[src/rtl/bus_grant_encoder.sv]
// bus_grant_encoder: registered request-to-index encoder, fixed priority (MODE=0) or round-robin (MODE=1).
module bus_grant_encoder #(
    parameter int N    = 32,
    parameter int W    = $clog2(N),
    parameter int MODE = 0
) (
    input  logic         clock_i,
    input  logic         clear_i,
    input  logic         enable_i,
    input  logic         hold_i,
    input  logic [N-1:0] req_i,
    output logic [W-1:0] grant_idx_o,
    output logic         grant_valid_o,
    output logic         multi_req_o,
    output logic [N-1:0] grant_onehot_o
);
    logic [W-1:0]   idx_q, idx_d, last_q, last_d, g;
    logic           valid_q, valid_d, multi_q, multi_d, fire, found;
    logic [N-1:0]   onehot_q, onehot_d, rot;
    logic [2*N-1:0] dbl;
    int             start, pos;

    assign fire = enable_i && |req_i;

    // Rotate req so the search origin sits at bit 0, then take the lowest set bit.
    always_comb begin
        start = (MODE == 1 && int'(last_q) < N - 1) ? int'(last_q) + 1 : 0;
        dbl = {req_i, req_i} >> start;
        rot = dbl[N-1:0];
        g = '0;
        pos = 0;
        found = 1'b0;
        for (int k = 0; k < N; k++) begin
            if (!found && rot[k]) begin
                found = 1'b1;
                pos = start + k;
                g = W'(pos >= N ? pos - N : pos);
            end
        end
        idx_d    = fire ? g : idx_q;
        valid_d  = fire;
        multi_d  = fire && |(req_i & (req_i - N'(1)));
        onehot_d = fire ? N'(1) << g : '0;
        last_d   = (MODE == 1 && fire) ? g : last_q;
    end

    always_ff @(posedge clock_i or negedge clear_i) begin
        if (!clear_i) begin
            idx_q    <= '0;
            valid_q  <= 1'b0;
            multi_q  <= 1'b0;
            onehot_q <= '0;
            last_q   <= W'(N - 1);
        end else if (!hold_i) begin
            idx_q    <= idx_d;
            valid_q  <= valid_d;
            multi_q  <= multi_d;
            onehot_q <= onehot_d;
            last_q   <= last_d;
        end
    end

    assign grant_idx_o    = idx_q;
    assign grant_valid_o  = valid_q;
    assign multi_req_o    = multi_q;
    assign grant_onehot_o = onehot_q;
endmodule

[config.mk]
export PLATFORM = sky130hd
export DESIGN_NAME = bus_grant_encoder
export DESIGN_NICKNAME = d
export VERILOG_FILES = /design/src/rtl/bus_grant_encoder.sv
export SDC_FILE = /design/constraint.sdc
export NUM_CORES = 1
export LEC_CHECK = 0
export ABC_AREA = 1
export BUFFER_PORTS_ARGS = -buffer_cell sky130_fd_sc_hd__buf_2
export CAP_MARGIN = 20
export CORE_ASPECT_RATIO = 0.8
export CORE_UTILIZATION = 40
export CTS_BUF_LIST = sky130_fd_sc_hd__clkbuf_4 sky130_fd_sc_hd__clkbuf_8
export CTS_CLUSTER_SIZE = 40
export DETAILED_ROUTE_END_ITERATION = 10
export PLACE_DENSITY = 0.7
export SYNTH_ARGS = -nofsm -noshare
export SYNTH_HDL_FRONTEND = slang
export SYNTH_SLANG_ARGS = --single-unit
[constraint.sdc]
create_clock -name clock_i -period 1.1 [get_ports clock_i]
set_clock_uncertainty 0.2 [all_clocks]
set_input_delay 0.165 -clock clock_i [delete_from_list [all_inputs] [get_ports clock_i]]
set_output_delay 0.165 -clock clock_i [all_outputs]
set_load 0.02 [all_outputs]
==> results_dict.tcl <==
set metrics [dict create \
    status "finished, violations left" \
    failed_checks "negative hold slack, negative setup slack" \
    mappedNetlistNets 402 \
    yosys.area_share.xor_xnor_pct 0 \
    drtIter0Drc 548 \
    rows 25 \
    seq_area_um2 975.9 \
    grt_pass1_wl_um 17040 \
    path_cells "buf_4, buf_4, inv_1, nor2_1, o21bai_1, nand2_1, nor2_1, nand3_1, nand2_1, nand4_1, nand2_1, nand4_2, nor2_1, nand4_1, nand2_1" \
    final_critical_path_setup_slack_ps -844.3 \
    synthSimpleGateAreaFrac_pct 38.14 \
    antenna-diode-count 0 \
    worst-path-buf-inv 3 \
    grt_remaining_overflow 0 \
    final_min_period_over_clock_period_pct 176.8 \
    floorplan.die_area_mm2 0.006857 \
    whs_path_depth 3 \
    cp_data_required_time_ps 1140 \
    holdPathEnd "grant_onehot_o[1]$_DFFE_PN0N_" \
    power.leakage_uw 0.002558 \
    fmax_mhz 514.3 \
    crit_path_most_repeated_cell "nand2_1" \
    crit_path_end_kind "register" \
    top_level_ports 75 \
    timing.final.crit_period_ps 1944 \
    synth_edf_count 0 \
    reg2regPathDepth 4 \
    hold_violations_final 1 \
    tightestPinTransition_ps 564.1 \
    fin_setup_tns_ps -24850 \
    seq_cells_post_synth 39 \
    drtPass1Iterations 6 \
    chipWidth_um 92.34 \
    cts.clk_slew.worst_paths_ps 90 \
    final-setup-viol-count 78 \
    classification_of_the_worst_setup_path "input port to register" \
    multi_input_area_mm2 0.001856 \
    synth.mux.area_fraction_pct 0 \
    synth_flop_cell "dfrtp_1" \
    syn_avg_cell_area_um2 7.135 \
    synth_top_family_by_area "simple AND/OR/NAND/NOR gates" \
    clock_tree.root_cell "clkbuf_8" \
    slew-limit-headroom_pct 61.90 \
    rsz_0062_raised_after_global_routing "true" \
    maxCapViolations 0 \
    post_synth_fa_ha_maj_area_fraction_pct 0 \
    crit_path_start_kind "input port" \
    vdd.ir_drop.worst_mv 0.6872 \
    die_h_um 74.27 \
    routed-via-count 3913 \
    critical-path-top-delay-family "simple AND/OR/NAND/NOR gates" \
    initial_core_util_pct 42.81 \
    wl_per_cell_um 18.92 \
    synth_compound_gate_area_share_pct 17.06 \
    cts-root-to-sink-buffers 2 \
    cts_tree "built" \
    ys_types 34 \
    total_power_uw 3750 \
    hold_buffers 1 \
    placement.io_buffers 74 \
    dp_hpwl_um 7386 \
    timing.hold.ws_ps -30.49 \
    synth_sequential_area_ratio_pct 37.37 \
    final_antenna_net_count 0 \
    r2r_end "grant_onehot_o[14]$_DFFE_PN0N_" \
    placeableCoreArea_mm2 0.006100 \
    first_global_vias 3519 \
    cp_slowest_stage_delay_ps 180 \
    post_synth_instance_area_mm2 0.002611 \
    layout.nets 633 \
    post-synth-top-area-fraction_pct 37.37 \
    number_of_standard_cells_after_synthesis 366 \
    numClockSinks 39 \
    worstPathMaxFanout 3 \
    worstPathArrival_ps 1980 \
    yosysWarningCount 0 \
    layout-drive-gt1-share_pct 57.36 \
    num-fill-cells 327 \
    critical_path.startpoint "req_i[3]" \
    pwr_density_cell_mw_per_mm2 726.6 \
    synth_async_sr_flop_share_pct 100.0 \
    groute.usage.overall_pct 32.41 \
    ctsHtreeMaxLevel 2 \
    grt_max_degree 40 \
    place.gp.congestion 0.9597 \
    syn2layout_area_growth_pct 97.65 \
    final_common_cell "buf_4" \
    antenna_found_initial 0 \
    yosysTopAreaCell "dfrtp_1" \
    worst_hold_startpoint "req_i[0]" \
    cts-buffers-inserted 5 \
    routed_via_density 5.763 \
    worst_skew_pair.late_latency_ps 290 \
    totalWireLength_um 12850 \
    post_synth_main_area_contributors "dfrtp_1, nand2_1, nor2_1" \
    worstHoldPathType "input port to register" \
    timing.rr.start "grant_onehot_o[14]$_DFFE_PN0N_" \
    route.detailed.drc 0 \
    cp_slowest_cell "nor2_1" \
    rrSetupSlack_ps -70 \
    final-max-slew-violation-count 0 \
    layout_common_cells "buf_4, nand2_1, buf_6, dfrtp_1, inv_1" \
]
state kept, by name (all words and copies together), names as in the netlist:
signal and cells:
grant_valid_o 1, grant_idx_o 5, grant_onehot_o 32, multi_req_o 1
report_power, final:
group	total (uW)	switching [uW]	internal, uW
registers	1480	23.0	1460
logic	1010	544	462
clock network	1260	582	677
how the worst max path moves through the flow:
stage,slack [ps],endpoint,depth (start not counted)
3_5_place_dp,-1020,grant_onehot_o[22]$_DFFE_PN0N_,14
6_report,-840,grant_onehot_o[22]$_DFFE_PN0N_,15
2_1_floorplan,-590,grant_onehot_o[12]$_DFFE_PN0N_,14
4_1_cts,-560,grant_onehot_o[1]$_DFFE_PN0N_,12
5_1_grt,-870,grant_onehot_o[12]$_DFFE_PN0N_,15
3_3_place_gp,-990,grant_onehot_o[22]$_DFFE_PN0N_,14
tightest hold or removal path: stages:
cell and delay, ps:
buf_6 80, buf_4 110, o41ai_1 80
final cells by class:
class | count | share of cell area, %
clock inverter | 3 | 0.8485
clock buffer | 5 | 1.333
sequential | 39 | 18.91
inverter | 39 | 3.127
timing repair buffer | 233 | 37.87
multi-input combinational | 279 | 35.95
tap | 81 | 1.964
logic make-up after synthesis:
family                 after synthesis
AOI/OAI and AO/OA                   68
buffers and inverters               48
and+or+nand+nor                    211
DFF                                 39
Yosys cell counts, types with 4 or more instances:
master and count:
nor2_1 50, clkbuf_1 6, a21oi_1 9, dfrtp_1 39, o31ai_1 16, o21ai_0 14, nor3_1 8, nand3_1 19
nand2_1 98, o211ai_1 4, nor2_2 9, inv_1 31, inv_2 6, o21ai_1 11, o41ai_1 6, nand4_1 13
metal layers:
layer  up-vias  track usage [%]  wire [um]
met3        69            3.783       1289
met1      1827            44.90       5116
met5         -                0          0
met4         0            9.896        512
li1       1706                -          -
met2       311            53.83       5928
per-stage QoR:
stage          std cells  setup WS [ps]  instance area [um2]  util [%]  hold slack (ps)
4_1_cts              655         -563.0                 4793     78.58           -23.11
2_1_floorplan        366         -585.5                 2698         -           -330.6
5_1_grt              679         -865.3                 5161     84.62           -10.24
6_report             679         -844.3                 5161     84.62           -30.49
3_3_place_gp         616         -989.1                 3933     64.47           -53.79
3_5_place_dp         616          -1020                 3933     64.47           -48.33
what timing repair did:
action,CTS,global route
pin swaps,38,39
setup buffers,30,24
gates cloned,0,0
endpoints found under the setup margin,78,78
gates resized for setup,149,62
hold endpoints to repair,40,1
(Power assumes the default switching activity.)
